File: src/rtl/pc_stack_control.sv
// Program counter and return-address ring stack. The PC is driven onto the
// 4-bit bus as three nibbles and is updated once per 8-subcycle instruction.
module pc_stack_control #(
  parameter int          STACK_DEPTH = 3,
  parameter logic [11:0] RESET_PC    = 12'h000
) (
  input  logic        clock,
  input  logic        reset,
  input  logic [2:0]  cycle,
  input  logic        pc_inc,
  input  logic        jump,
  input  logic        jump_page,
  input  logic        call,
  input  logic        ret,
  input  logic [11:0] target,
  output logic [3:0]  addr_nibble,
  output logic        addr_valid,
  output logic [11:0] pc,
  output logic [1:0]  stack_depth,
  output logic        stack_overflow,
  output logic        stack_underflow
);

  localparam int            PW   = (STACK_DEPTH <= 2) ? 1 : $clog2(STACK_DEPTH);
  localparam logic [PW-1:0] LAST = PW'(STACK_DEPTH - 1);
  localparam logic [1:0]    FULL = 2'(STACK_DEPTH);

  logic [11:0]   r_pc;
  logic [11:0]   r_stack [STACK_DEPTH];
  logic [PW-1:0] r_wp;
  logic [1:0]    r_depth;
  logic          r_overflow;
  logic          r_underflow;

  logic [11:0]   w_pc_plus1;
  logic [PW-1:0] w_wp_inc;
  logic [PW-1:0] w_wp_dec;
  logic          w_sample;
  logic [11:0]   w_pc_next;
  logic [PW-1:0] w_wp_next;
  logic [1:0]    w_depth_next;
  logic          w_push;
  logic          w_overflow;
  logic          w_underflow;

  assign w_pc_plus1 = r_pc + 12'd1;
  assign w_wp_inc   = (r_wp == LAST) ? '0 : r_wp + PW'(1);
  assign w_wp_dec   = (r_wp == '0) ? LAST : r_wp - PW'(1);
  assign w_sample   = (cycle == 3'd7);

  // One action per instruction, chosen by fixed priority ret > call > jump > jump_page > pc_inc.
  always_comb begin
    w_pc_next    = r_pc;
    w_wp_next    = r_wp;
    w_depth_next = r_depth;
    w_push       = 1'b0;
    w_overflow   = 1'b0;
    w_underflow  = 1'b0;
    if (w_sample) begin
      if (ret) begin
        w_wp_next = w_wp_dec;
        w_pc_next = r_stack[w_wp_dec];
        if (r_depth == 2'd0) w_underflow  = 1'b1;
        else                 w_depth_next = r_depth - 2'd1;
      end else if (call) begin
        w_push    = 1'b1;
        w_wp_next = w_wp_inc;
        w_pc_next = target;
        if (r_depth == FULL) w_overflow   = 1'b1;
        else                 w_depth_next = r_depth + 2'd1;
      end else if (jump) begin
        w_pc_next = target;
      end else if (jump_page) begin
        w_pc_next = {w_pc_plus1[11:8], target[7:0]};
      end else if (pc_inc) begin
        w_pc_next = w_pc_plus1;
      end
    end
  end

  always_ff @(posedge clock) begin
    if (reset) begin
      r_pc        <= RESET_PC;
      r_wp        <= '0;
      r_depth     <= 2'd0;
      r_overflow  <= 1'b0;
      r_underflow <= 1'b0;
      for (int i = 0; i < STACK_DEPTH; i++) r_stack[i] <= 12'h000;
    end else begin
      r_pc        <= w_pc_next;
      r_wp        <= w_wp_next;
      r_depth     <= w_depth_next;
      r_overflow  <= w_overflow;
      r_underflow <= w_underflow;
      if (w_push) r_stack[r_wp] <= w_pc_plus1;
    end
  end

  always_comb begin
    addr_nibble = 4'h0;
    case (cycle)
      3'd0:    addr_nibble = r_pc[3:0];
      3'd1:    addr_nibble = r_pc[7:4];
      3'd2:    addr_nibble = r_pc[11:8];
      default: addr_nibble = 4'h0;
    endcase
  end

  assign addr_valid      = (cycle <= 3'd2);
  assign pc              = r_pc;
  assign stack_depth     = r_depth;
  assign stack_overflow  = r_overflow;
  assign stack_underflow = r_underflow;

endmodule

File: config.mk
export PLATFORM = sky130hd
export DESIGN_NAME = pc_stack_control
export DESIGN_NICKNAME = d
export VERILOG_FILES = /design/src/rtl/pc_stack_control.sv
export SDC_FILE = /design/constraint.sdc
export NUM_CORES = 1
export LEC_CHECK = 0
export CAP_MARGIN = 20
export CORE_MARGIN = 10
export CORE_UTILIZATION = 59
export CTS_CLUSTER_DIAMETER = 150
export DETAILED_ROUTE_END_ITERATION = 8
export GPL_ROUTABILITY_DRIVEN = 0
export PLACE_DENSITY = 0.92
export SYNTH_ARGS = -nofsm -noshare
export SYNTH_HDL_FRONTEND = slang
export SYNTH_SLANG_ARGS = --single-unit
File: constraint.sdc
create_clock -name clock -period 5.1 [get_ports clock]
set_input_delay 1.02 -clock clock [delete_from_list [all_inputs] [get_ports clock]]
set_output_delay 1.02 -clock clock [all_outputs]
set_load 0.005 [all_outputs]
* Word-level counts from Yosys, hierarchy flattened
Memories as Yosys holds them, arrays and structs flattened.
Cells that the tools add are included.
** Word-level totals
- Memories :: 1
- Register bits :: 18
- Memory bits (writable) :: 36
- Word-level logic and storage cells :: 60
** Memory list
- r_stack :: words 3, bits a word 12, rd ports 1, clocked after Yosys merged registers in 0, write ports 3, line 29 : logic [11:0] r_stack [STACK_DEPTH];
** Operators by class
- Reductions and logical operators :: 11
- Add/sub/neg operators :: 5
- Magnitude comparators :: 1
- Bitwise logic cells :: 3
- Equal/unequal tests :: 7
- Multiplexer cells :: 27
** Operator list (count)
- $mux W12 :: 6
- $mux W2 :: 9
- $add A12 B1 Y12 const B :: 1
- $pmux W4 S3 :: 1
- $reduce_or A12 Y1 :: 1
- $mux W1 :: 11
- $reduce_bool A5 Y1 :: 1
- $add A2 B1 Y2 const B :: 2
- $eq A2 B2 Y1 const B :: 2
- $logic_not A2 Y1 :: 2
- $ne A2 B2 Y1 const B :: 2
- $reduce_and A2 Y1 :: 2
- $reduce_and A4 Y1 :: 1
- $reduce_or A4 Y1 :: 1
- $sub A2 B1 Y2 const B :: 2
- $eq A3 B1 Y1 const B :: 1
- $eq A3 B2 Y1 const B :: 1
- $eq A3 B3 Y1 const B :: 1
- $le A3 B2 Y1 const B :: 1
- $logic_not A3 Y1 :: 1
- $not A1 Y1 :: 3
- $reduce_or A3 Y1 :: 1
- $reduce_bool A2 Y1 :: 1

* Logic depth before layout (Yosys ltp)
Gate-level depths: netlist (run 1).
- Depth after elaboration :: 8
- Gate-level depth with buffers :: 7

* Worst setup path after synthesis (run 1)
OpenSTA, ideal clock, no wires.
- Path kind :: input to register
- Start :: input cycle[0]
- End :: memory r_stack[0][0] (enable)
- Path slack :: 2348 ps
- Arrival :: 2402 ps
- Library setup time :: 350 ps
- Buffers on the path :: 3
- Stages :: 7
- Path through :: clkbuf_1 -> and3_1 -> and4_1 -> clkbuf_1 -> nand2_1 -> buf_2 -> nand2_1
** RTL lines
- from (decl) :: line 9 : input logic [2:0] cycle,
- to (decl) :: line 29

* Worst setup path after layout (run 1)
- Start :: input cycle[0]
- End :: output addr_nibble[3]
** Between the ends
- Word-level cells in the longest chain between the ends :: 2
- Elaborated cells between the ends (all ways) :: 4
- Classes of those cells :: 2 x eq/ne; 1 x mux; 1 x reduce/logical
** Ends and longest elaborated chain
- $eq A3 B2 Y1 (tied with other cells) :: line 101 : case (cycle)
- $pmux W4 S3 * :: line 101
- to (decl) :: line 16 : output logic [3:0] addr_nibble,
Mark *: on every way between the ends. The rest lies on a longest branch, timed or not.

==> flow_metrics.py, run 1 <==
metrics = {
    "outcome": {
        "outcome": "complete, no violations",
    },
    "power_and_ir_drop": {
        "p_leak_uw": 0.001435,
        "ir_drop_uv": 205.0,
        "powerDensity_mw_per_mm2": 298.6,
    },
    "grt": {
        "grt_overflow": 0,
        "grt_pass1_wl_mm": 13.36,
        "antenna_found_initial": 0,
        "grt_pass1_vias": 2508,
        "track_usage_pct": 19.05,
        "grt_max_degree": 27,
    },
    "routing": {
        "drc": 0,
        "firstDrtPassIters": 5,
        "drt_iter0_markers": 219,
        "drt_wl_total_mm": 8.488,
        "vias": 2674,
        "ant_nets": 0,
        "wl_per_cell_microns": 20.16,
        "routed_via_density": 6.352,
    },
    "synth": {
        "synth_top_area_share_pct": 42.79,
        "syn-num-nets": 336,
        "ys_warn_count": 0,
        "yosysSeqAreaShare_pct": 53.49,
        "synth_top_area_cell": "edfxtp_1",
        "syn_inst": 307,
        "synth-seq-cells": 66,
        "ys_types": 48,
        "syn_avg_cell_area_sq_um": 10.97,
        "synth_edf_count": 48,
        "synth_ff_type": "edfxtp_1",
        "synthTopCellsByArea": "edfxtp_1, dfxtp_1, mux4_2",
        "synthArstFlopShare_pct": 0,
        "synthesis.area_sq_mm": 0.003368,
    },
    "clock_tree": {
        "postCtsHoldBufs": 0,
        "worstSkewPairLatency_ns": 0.35,
        "cts_htree_levels": 3,
        "tritoncts": "built",
        "cts_resized": 0,
        "post_cts_buffers": 0,
        "numCtsBuffers": 9,
        "cts_root_buf": "clkbuf_8",
        "clk_pin_slew_ns": 0.07,
        "clock-sinks": 66,
        "cts.path.max_buffers": 2,
    },
    "sta": {
        "setup_viol": 0,
        "post-route-min-period_ns": 3.714,
        "finalHoldViolations": 0,
        "fmax_mhz": 269.2,
        "slew_viol_final": 0,
        "setup_tns_ns": 0,
        "min_period_over_period_pct": 72.83,
        "worst_pin_slew_ns": 0.8718,
        "fin_skew_ns": 0.009247,
        "slew_headroom_pct": 41.88,
        "rsz0062_at_grt": "no",
    },
    "placed_design": {
        "dpl_cell_area_sq_mm": 0.003821,
        "detailed_place_hpwl_mm": 5.801,
        "io_buffers": 42,
    },
    "floorplan": {
        "coreArea_sq_mm": 0.005507,
        "fp.dieArea_sq_mm": 0.009131,
        "die_w_microns": 95.56,
        "start_util_pct": 61.17,
        "fp.dieH_microns": 95.56,
        "io_pins": 43,
        "num_rows": 27,
    },
    "critical_path": {
        "critPathRequiredTime_ns": 4.08,
        "critPathMaxStageDelay_ns": 0.62,
        "r2r_setup_slack_ns": 2.80,
        "path_cells": "clkdlybuf4s50_1 > nor2b_1 > a21oi_1 > nor2_1 > clkdlybuf4s50_1",
        "slowest_stage": "clkdlybuf4s50_1",
        "cp_max_fo": 9,
        "critPathKind": "input port to output pin",
        "worstSetupEndpointType": "output pin",
        "cp-start-kind": "input port",
        "arrival_ns": 2.69,
        "cp_num_buf_inv": 2,
        "cp_common_cell": "clkdlybuf4s50_1",
        "crit_family": "buffers and inverters",
    },
    "min_path": {
        "hold_class": "register to register",
    },
    "finish": {
        "n_fill_cell": 376,
        "antenna_cells": 0,
        "syn2layout_area_growth_pct": 19.65,
        "fin_area_sq_mm": 0.004030,
        "layout-drive-gt1-share_pct": 10.32,
        "nets": 373,
    },
    "job": {
        "max_cap_violations": 0,
    },
}
[cell type report]
type / instances / area, sq um / area share, %
Clock buffer: 10 / 127.6 / 3.167
Multi-Input combinational cell: 203 / 1411 / 35.02
Timing Repair Buffer: 46 / 450.4 / 11.18
Sequential cell: 66 / 1802 / 44.71
Clock inverter: 6 / 81.33 / 2.018
Inverter: 18 / 67.56 / 1.676
Tap cell: 72 / 90.09 / 2.235
[routing by layer]
metal	wire length [microns]	global-route usage [%]	vias to the layer above
met5	0	0	-
met4	201	10.07	0
met3	955	4.321	21
met2	3882	29.91	168
met1	3448	24.04	1282
li1	-	-	1203
[state kept, by name (all words and copies together), names as in the netlist]
register and count:
stack_underflow 1, r_stack 48, stack_overflow 1, stack_depth 2, pc 12, r_wp 2
[synth_stat cells, types with 2 or more instances]
cell and n:
dfxtp_1 18, a31oi_1 7, inv_1 18, ha_1 7
nand2b_1 2, clkbuf_1 11, edfxtp_1 48, nor3_1 6
and2_1 4, a31o_1 2, a311o_1 2, a21o_1 2
and3_1 5, a211o_1 2, a311oi_1 3, nand2_1 22
mux4_2 12, a211oi_1 2, a21oi_1 11, nor2_1 53
xnor2_1 6, o21ai_0 16, o31ai_1 6, nand3_1 3
o2111ai_1 3, mux2i_1 6, buf_2 7, nor4_1 3
[final timing paths]
path | from | to | cells past startpoint
worst max-delay path | cycle[0] | addr_nibble[3] | 5
worst min-delay path | stack_depth[1] | stack_underflow | 1
worst max register to register | r_wp[0] | pc[1] | 6
worst min register to register | stack_depth[1] | stack_underflow | 1
[logic make-up after synthesis]
logic type,after synthesis,synth area share (%)
DFF,66,53.49
muxes,19,10.14
and+or+nand+nor,107,14.86
adders and majority gates,7,2.600
buffers and inverters,38,4.606
AOI/OAI and AO/OA,63,12.48
xor gates and xnor gates,7,1.820
[where the power goes]
group	internal, uW	leakage (uW)	switching (uW)
clock	272	0.000104	199
sequential	590	0.000620	16.5
combinational	61.4	0.000712	64.6
[per-stage QoR]
step           utilization [%]  hold WS (ns)  total power, uW  cells  setup WS, ns
2_1_floorplan                -        0.4943            686.6    307         2.348
4_1_cts                  73.19        0.5218             1203    421         1.398
3_5_place_dp             69.39        0.5117            740.6    405         1.406
5_1_grt                  73.19        0.5588             1242    421         1.257
6_report                 73.19        0.5242             1203    421         1.386
3_3_place_gp             69.39        0.5074            736.2    405         1.469
[placed cells by master (no fill, tap or decap), types with 7 or more instances in the layout]
| master | count |
|---|---|
| inv_1 | 18 |
| dfxtp_1 | 18 |
| edfxtp_1 | 48 |
| mux4_2 | 12 |
| nand2_1 | 22 |
| a21oi_1 | 11 |
| o21ai_0 | 16 |
| ha_1 | 7 |
| a31oi_1 | 7 |
| clkbuf_8 | 9 |
| nor2_1 | 53 |
| clkdlybuf4s50_1 | 42 |
Power figures use the tool's default switching activity.
==> run 2: changes to the inputs <==
Settings changed: CORE_UTILIZATION 59 to 50, PLACE_DENSITY 0.92 to 0.84.
Clock period 5.1 ns to 3.3 ns, I/O delays scaled along.
==> flow_metrics.py, run 2 (synthesis results as in run 1) <==
metrics = {
    "outcome": {
        "outcome": "complete, no violations",
    },
    "critical_path": {
        "setup.worst_path.start": "cycle[0]",
        "regToRegStartpoint": "r_wp[0]",
        "cp_max_fo": 9,
        "cp-start-kind": "input port",
        "arrival_ns": 2.32,
        "critPathKind": "input port to output pin",
        "critPathRequiredTime_ns": 2.64,
        "worstSetupEndpointType": "output pin",
    },
    "routing": {
        "routed_via_density": 6.009,
        "ant_nets": 0,
        "vias": 2632,
        "firstDrtPassIters": 5,
        "drc": 0,
        "drt_wl_total_mm": 8.106,
        "wl_per_cell_microns": 18.51,
        "drt_iter0_markers": 150,
    },
    "grt": {
        "grt_overflow": 0,
        "grt_pass1_wl_mm": 12.79,
        "grt_pass1_vias": 2517,
        "track_usage_pct": 15.83,
        "antenna_found_initial": 0,
        "grt_max_degree": 26,
    },
    "clock_tree": {
        "cts_htree_levels": 3,
        "clock-sinks": 66,
        "tritoncts": "built",
        "clk_pin_slew_ns": 0.07,
        "cts_root_buf": "clkbuf_8",
        "cts_resized": 0,
        "postCtsHoldBufs": 0,
        "numCtsBuffers": 9,
        "post_cts_buffers": 0,
        "worstSkewPairLatency_ns": 0.34,
        "cts.path.max_buffers": 2,
    },
    "finish": {
        "regMostFlops": "r_stack",
        "syn2layout_area_growth_pct": 21.47,
        "largest_reg_flops": 48,
        "fin_util_pct": 63.35,
        "final_common_cell": "nor2_1",
        "nets": 386,
        "final_cell_mix": "nor2_1, edfxtp_1, clkdlybuf4s50_1",
        "layout-drive-gt1-share_pct": 13.57,
        "antenna_cells": 0,
    },
    "floorplan": {
        "coreArea_sq_mm": 0.006459,
        "fp.dieArea_sq_mm": 0.01042,
        "start_util_pct": 52.15,
        "num_rows": 29,
        "io_pins": 43,
        "fp.dieH_microns": 102.1,
        "die_w_microns": 102.1,
    },
    "power_and_ir_drop": {
        "power.switching_uw": 432.0,
        "clockPowerShare_pct": 33.8,
        "power_frac_seq_pct": 54.5,
        "comb_power_share_pct": 11.7,
        "ir_drop_uv": 230.3,
        "power_uw": 1715,
        "p_sw_share_pct": 25.19,
        "powerDensity_mw_per_mm2": 419.2,
        "power.internal_uw": 1283,
        "p_leak_uw": 0.001477,
    },
    "sta": {
        "setup_viol": 0,
        "rsz0062_at_grt": "no",
        "slew_headroom_pct": 62.16,
        "slew_viol_final": 0,
        "setup_tns_ns": 0,
        "fmax_mhz": 336.0,
        "finalHoldViolations": 0,
        "layout_setup_ws_ns": 0.3237,
        "fin_skew_ns": 0.007562,
        "post-route-min-period_ns": 2.976,
        "min_period_over_period_pct": 90.19,
        "worst_pin_slew_ns": 0.5676,
    },
    "job": {
        "max_cap_violations": 0,
    },
    "min_path": {
        "hold_path_startpoint": "stack_depth[1]",
        "hold_class": "register to register",
    },
    "placed_design": {
        "detailed_place_hpwl_mm": 6.027,
        "pre_cts_ws_ns": 0.3299,
        "io_buffers": 42,
    },
}
-- run 2: cell types whose count changed in the layout (fill, tap and decap cells not counted), sizes merged --
cell / delta
bufinv: -2
clkbuf: -1
buf: +13
inv: +2
-- run 2: cell type report --
| cell class | count | area (sq um) |
|---|---|---|
| fillers | 485 | 2367 |
| flip-flops and latches | 66 | 1802 |
| multi-input cells | 203 | 1411 |
| repair buffers | 59 | 548.0 |
| clock buffers | 9 | 123.9 |
| well taps | 77 | 96.34 |
| inverters | 18 | 67.56 |
| clock inverters | 6 | 42.54 |
-- run 2: per-stage QoR --
step	instances	cell area, sq um	hold WS (ns)
CTS	438	4091	0.5230
finish	438	4091	0.5224
global route	438	4091	0.5513
global placement	423	3925	0.5093
floorplan	307	3368	0.4943
detailed placement	423	3925	0.5107
-- run 2: routing by layer --
metal	share of wire (%)	global-route usage [%]	up-vias
met5	0	0	-
met4	2.1	5.965	0
met3	8.7	4.184	20
li1	-	-	1230
met1	41	19.03	1267
met2	48	26.67	115
-- run 2: power by group through the flow --
stage	combinational (uW)	clock (uW)	sequential, uW
3_5_place_dp	200	0	952
5_1_grt	219	624	937
6_report	201	580	935
3_3_place_gp	196	0	951
4_1_cts	201	591	934
2_1_floorplan	116	0	945
-- run 2: worst max-delay path, stage by stage --
cell and delay [ns]:
clkdlybuf4s50_1 0.62, nor2b_1 0.31, a21oi_1 0.12, nor2_1 0.10, clkdlybuf4s50_1 0.51
-- run 2: final timing paths --
check	endpoint	slack (ns)	depth (start not counted)
worst max-delay path	addr_nibble[3]	0.32	5
worst min-delay path	stack_depth[1]	0.52	2
worst max register to register	pc[1]	1.10	7
worst min register to register	stack_depth[1]	0.52	2
==> run 3: changes to the inputs <==
Settings changed: HOLD_SLACK_MARGIN set to 0.06.
==> results of run 3 <==
The final DEF is identical to that of run 2; final timing and power are the same.
==> RTL edit 1: new RTL, config.mk and constraints of run 1 <==
Add an input register stage for `target`; this delays it by one clock. The other inputs are not delayed to match.
--- a/src/rtl/pc_stack_control.sv
+++ b/src/rtl/pc_stack_control.sv
@@ -24,6 +24,12 @@
   localparam int            PW   = (STACK_DEPTH <= 2) ? 1 : $clog2(STACK_DEPTH);
   localparam logic [PW-1:0] LAST = PW'(STACK_DEPTH - 1);
   localparam logic [1:0]    FULL = 2'(STACK_DEPTH);
+
+  logic [11:0] target_q;
+
+  always_ff @(posedge clock) begin
+    target_q <= target;
+  end
 
   logic [11:0]   r_pc;
   logic [11:0]   r_stack [STACK_DEPTH];
@@ -65,13 +71,13 @@
       end else if (call) begin
         w_push    = 1'b1;
         w_wp_next = w_wp_inc;
-        w_pc_next = target;
+        w_pc_next = target_q;
         if (r_depth == FULL) w_overflow   = 1'b1;
         else                 w_depth_next = r_depth + 2'd1;
       end else if (jump) begin
-        w_pc_next = target;
+        w_pc_next = target_q;
       end else if (jump_page) begin
-        w_pc_next = {w_pc_plus1[11:8], target[7:0]};
+        w_pc_next = {w_pc_plus1[11:8], target_q[7:0]};
       end else if (pc_inc) begin
         w_pc_next = w_pc_plus1;
       end
Function: changed (a bounded check fails within 4 cycles, from zero or initial values and one cycle with reset high).
==> RTL edit 1 against run 1 <==
- synthesized area grew 10%
- cell area grew 5.5%
- fmax shrank 0.84%
- total power grew 2.6%
- sequential cell count grew 12
- setup slack lost 0.031 ns
- routed wire length grew 1.7%
- clock power shrank 15%
- critical endpoint unchanged
- highest routed layer unchanged
==> RTL edit 1: results (changes against run 1) <==
* Clk tree area frac at 0.0391 (was 0.0518)
* Multi-input gates at 209 (was 203)
* DR WL/cell at 19.7 um (was 20.2 um)
* Mux cell area share after synthesis at 0.0961 (was 0.101)
* Met1 WL at 3.39 mm (was 3.45 mm)
* Met3 wire len at 867 um (was 955 um)
* Critical Path AT at 2.73 ns (was 2.69 ns)
* Reg2reg end: pc[9] (was pc[1])
* First-pass GRT wire length at 14.0 mm (was 13.4 mm)
* Sequential share of the synthesized area at 0.550 (was 0.535)
* Most frequent cells after synthesis: nor2_1 (57), edfxtp_1 (48), dfxtp_1 (30) (was nor2_1 (53), edfxtp_1 (48), nand2_1 (22))
* Worst Hold End: pc[9] (was stack_underflow)
* Cell leakage power at 0.00151 uW (was 0.00144 uW)
* Clock buffers at 11 (was 10)
* Post-DP HPWL at 6.02 mm (was 5.80 mm)
* Max VDD drop at 0.175 mV (was 0.205 mV)
* Max-slew headroom at 0.352 (was 0.419)
* Signal buffers at 43 (was 46)
* Fill count at 423 (was 376)
* Vias in the first global route at 2755 (was 2508)
* Largest net degree at the start of global routing at 29 (was 27)
* GRT Total Usage at 0.179 (was 0.191)
* Hold path start: target_q[9] (was stack_depth[1])
* Multi-input gate share of the layout cell area at 0.343 (was 0.350)
* Reg2reg setup slack at 2.60 ns (was 2.80 ns)
* Invs w/o clock at 17 (was 18)
* 1st-iter DRT viols at 232 (was 219)
* Syn_nets at 355 (was 336)
* Skew final at 0.00964 ns (was 0.00925 ns)
* Synth Instances at 326 (was 307)
* Detail-routed via count per cell at 6.36 (was 6.35)
* Seq cells post-synth at 78 (was 66)
* Clk pwr at 402 uW (was 471 uW)
* Placed cell count at 422 (was 405)
* P_sw at 308 uW (was 280 uW)
* Worst hold stages at 2 (was 1)
* Sequential share of cell area at 0.480 (was 0.447)
* Synth Area in Adders at 0.0236 (was 0.0260)
* Slowest cell delay on critical path at 0.64 ns (was 0.62 ns)
* R2r startpoint: r_wp[0] (unchanged)
* Synth unique cells at 54 (was 48)
* Share of cells above drive strength 1 at 0.0992 (was 0.103)
* Final WL at 8.64 mm (was 8.49 mm)
* M1 GR Usage at 0.210 (was 0.240)
* Sequential power share at 0.571 (was 0.504)
* Status: complete, no violations (unchanged)
* Met2 wire length at 4.14 mm (was 3.88 mm)
* Synth Area in XOR/XNOR at 0.0165 (was 0.0182)
* M2 GR Usage at 0.294 (was 0.299)
* Core area at 6030 sq um (was 5510 sq um)
* Met3 Track Usage GR at 0.0519 (was 0.0432)
* Compound-Gate Fraction of Synth Area at 0.116 (was 0.125)
* Synth area leaders: edfxtp_1 (39%), dfxtp_1 (16%), mux4_2 (6.7%) (was edfxtp_1 (43%), dfxtp_1 (11%), mux4_2 (8.0%))
==> RTL edit 1: cell types whose count changed after synthesis, sizes merged, moves of 4 or more <==
| cell | change |
|---|---|
| dfxtp | +12 |
| buf | +8 |
| clkbuf | -6 |
| nor2 | +4 |
| o21ai | +4 |
| o31ai | -4 |
==> RTL edit 1: cell families after synthesis <==
logic type,after synthesis
mux,20
compound gates,64
simple gates,111
fa+ha+maj,7
buf+inv,39
xor+xnor,7
flops,78
==> RTL edit 1: through the flow <==
step / instance area (sq um) / setup WS [ns] / power (uW) / util / hold WS [ns]
2_1_floorplan: 3710 / 2.49 / 795 / - / 0.452
3_3_place_gp: 4090 / 1.46 / 839 / 0.678 / 0.518
3_5_place_dp: 4090 / 1.33 / 844 / 0.678 / 0.480
4_1_cts: 4250 / 1.36 / 1240 / 0.706 / 0.496
5_1_grt: 4250 / 1.19 / 1280 / 0.706 / 0.535
6_report: 4250 / 1.35 / 1230 / 0.706 / 0.499
==> RTL edit 2: new RTL, config.mk and constraints of run 1 <==
Made on the original files. The parameter `STACK_DEPTH` goes from 3 to 2.
--- a/src/rtl/pc_stack_control.sv
+++ b/src/rtl/pc_stack_control.sv
@@ -1,7 +1,7 @@
 // Program counter and return-address ring stack. The PC is driven onto the
 // 4-bit bus as three nibbles and is updated once per 8-subcycle instruction.
 module pc_stack_control #(
-  parameter int          STACK_DEPTH = 3,
+  parameter int          STACK_DEPTH = 2,
   parameter logic [11:0] RESET_PC    = 12'h000
 ) (
   input  logic        clock,
Function: changed (a bounded check fails within 4 cycles, from zero or initial values and one cycle with reset high).
==> RTL edit 2 against run 1 <==
- die area down 24%
- first-iteration DRC count down 3.7%
- critical endpoint is now addr_nibble[1]
- cell area down 30%
- sequential power down 38%
- sequential cell count down 25
- synthesized area down 30%
- fmax down 1.9%
- highest routed layer unchanged
- routed wire length down 27%
- total power down 44%
- worst hold slack better by 0.028 ns
- setup slack worse by 0.073 ns
- global-route usage down 2.3 points
- count of clock-buffer cells in the layout down 3
==> RTL edit 2: results (changes against run 1) <==
* Cell leakage power at 0.000944 uW (was 0.00144 uW)
* Skew final at 0.00768 ns (was 0.00925 ns)
* Synth area leader: edfxtp_1 (unchanged)
* Largest net degree at the start of global routing at 30 (was 27)
* Post-layout net count at 308 (was 373)
* Max Fanout on Critical Path at 9 (unchanged)
* Initial antenna violation count at 0 (unchanged)
* N_diodes at 0 (unchanged)
* Share of cells above drive strength 1 at 0.0699 (was 0.103)
* Fill count at 276 (was 376)
* Total Die Area at 6920 sq um (was 9130 sq um)
* Worst-path clk slew at 0.07 ns (about the same)
* GRT Total Usage at 0.167 (was 0.191)
* Async S/R FF share, synth at 0 (unchanged)
* Vias at 2073 (was 2674)
* Worst slew pin tran at 1.10 ns (was 0.872 ns)
* First-pass GRT wire length at 9.64 mm (was 13.4 mm)
* Port bufs at 42 (unchanged)
* Max VDD drop at 0.155 mV (was 0.205 mV)
* Status: complete, no violations (unchanged)
* Clk_lat worst skew at 0.30 ns (was 0.35 ns)
* Cts repair resizes at 0 (unchanged)
* Syn_nets at 276 (was 336)
* Placed cell count at 326 (was 405)
* Post-DP HPWL at 4.26 mm (was 5.80 mm)
* Sequential share of the synthesized area at 0.451 (was 0.535)
* Clock Path Buffers at 2 (unchanged)
* DR WL/cell at 18.5 um (was 20.2 um)
* Hold Crit Class: reg2reg (unchanged)
* Post-CTS Setup Bufs at 0 (unchanged)
* 1st-pass router iterations at 5 (unchanged)
* Post-synth EDFFs at 24 (was 48)
* H-Tree Depth at 2 (was 3)
* Register with the most flip-flops: r_stack (unchanged)
* Critical Path AT at 2.77 ns (was 2.69 ns)
* Synth area leaders: edfxtp_1 (31%), dfxtp_1 (14%), nor2_1 (7.8%) (was edfxtp_1 (43%), dfxtp_1 (11%), mux4_2 (8.0%))
* Vias in the first global route at 1908 (was 2508)
* Syn avg cell area at 9.31 sq um (was 11.0 sq um)
* Detail-routed via count per cell at 6.21 (was 6.35)
* Root Buffer: clkbuf_8 (unchanged)
* Max reg flops at 24 (was 48)
* Most frequent cells after synthesis: nor2_1 (49), edfxtp_1 (24), a21oi_1 (17), dfxtp_1 (17), nand2_1 (16) (was nor2_1 (53), edfxtp_1 (48), nand2_1 (22))
* Synth unique cells at 48 (unchanged)
* 1st-iter DRT viols at 211 (was 219)
* YS warnings at 0 (unchanged)
* Dpl ws at 1.37 ns (was 1.41 ns)
* TritonCTS Buffers at 5 (was 9)
==> RTL edit 2: report_power, final <==
| group | switching, uW | internal, uW | leakage, uW |
|---|---|---|---|
| sequential | 14.1 | 361 | 0.000386 |
| clock | 109 | 96.0 | 0.0000422 |
| combinational | 44.6 | 45.5 | 0.000515 |
| total | 168 | 502 | 0.000944 |
==> RTL edit 2: routing by layer <==
layer  share of wire  global-route usage
met1            0.41               0.206
met2            0.47               0.267
met3           0.099              0.0518
met4           0.016              0.0600
met5               0                   0
==> RTL edit 2: cells by family after synthesis <==
group | synth area share
AOI/OAI and AO/OA | 0.166
xor gates and xnor gates | 0.0260
adders and majority gates | 0.00531
buffers and inverters | 0.0616
DFF | 0.451
muxes | 0.0877
and+or+nand+nor | 0.202
==> RTL edit 2: area by class of cell <==
type | instances | share of cell area
Multi-Input combinational cell | 186 | 0.408
Sequential cell | 41 | 0.377
Timing Repair Buffer | 44 | 0.155
Clock buffer | 7 | 0.0271
Tap cell | 48 | 0.0214
Inverter | 7 | 0.00934
Clock inverter | 1 | 0.00178
==> RTL edit 2: worst paths after layout <==
path / start / end / slack (ns) / cells after the start
worst max-delay path: cycle[1] / addr_nibble[1] / 1.31 / 6
worst min-delay path: stack_depth[0] / stack_underflow / 0.55 / 1
worst max register to register: r_wp / r_stack[1][9] / 2.65 / 2
worst min register to register: stack_depth[0] / stack_underflow / 0.55 / 1
==> RTL edit 2: worst max-delay path: stages <==
cell             delay, ns
clkdlybuf4s50_1       0.73
mux2i_1               0.26
nor2_1                0.06
a21oi_1               0.14
nor2_1                0.06
clkdlybuf4s50_1       0.49
==> RTL edit 2: through the flow <==
stage	area, sq um	hold slack, ns
6_report	2810	0.552
5_1_grt	2810	0.581
4_1_cts	2810	0.553
3_5_place_dp	2730	0.543
3_3_place_gp	2730	0.542
2_1_floorplan	2350	0.516
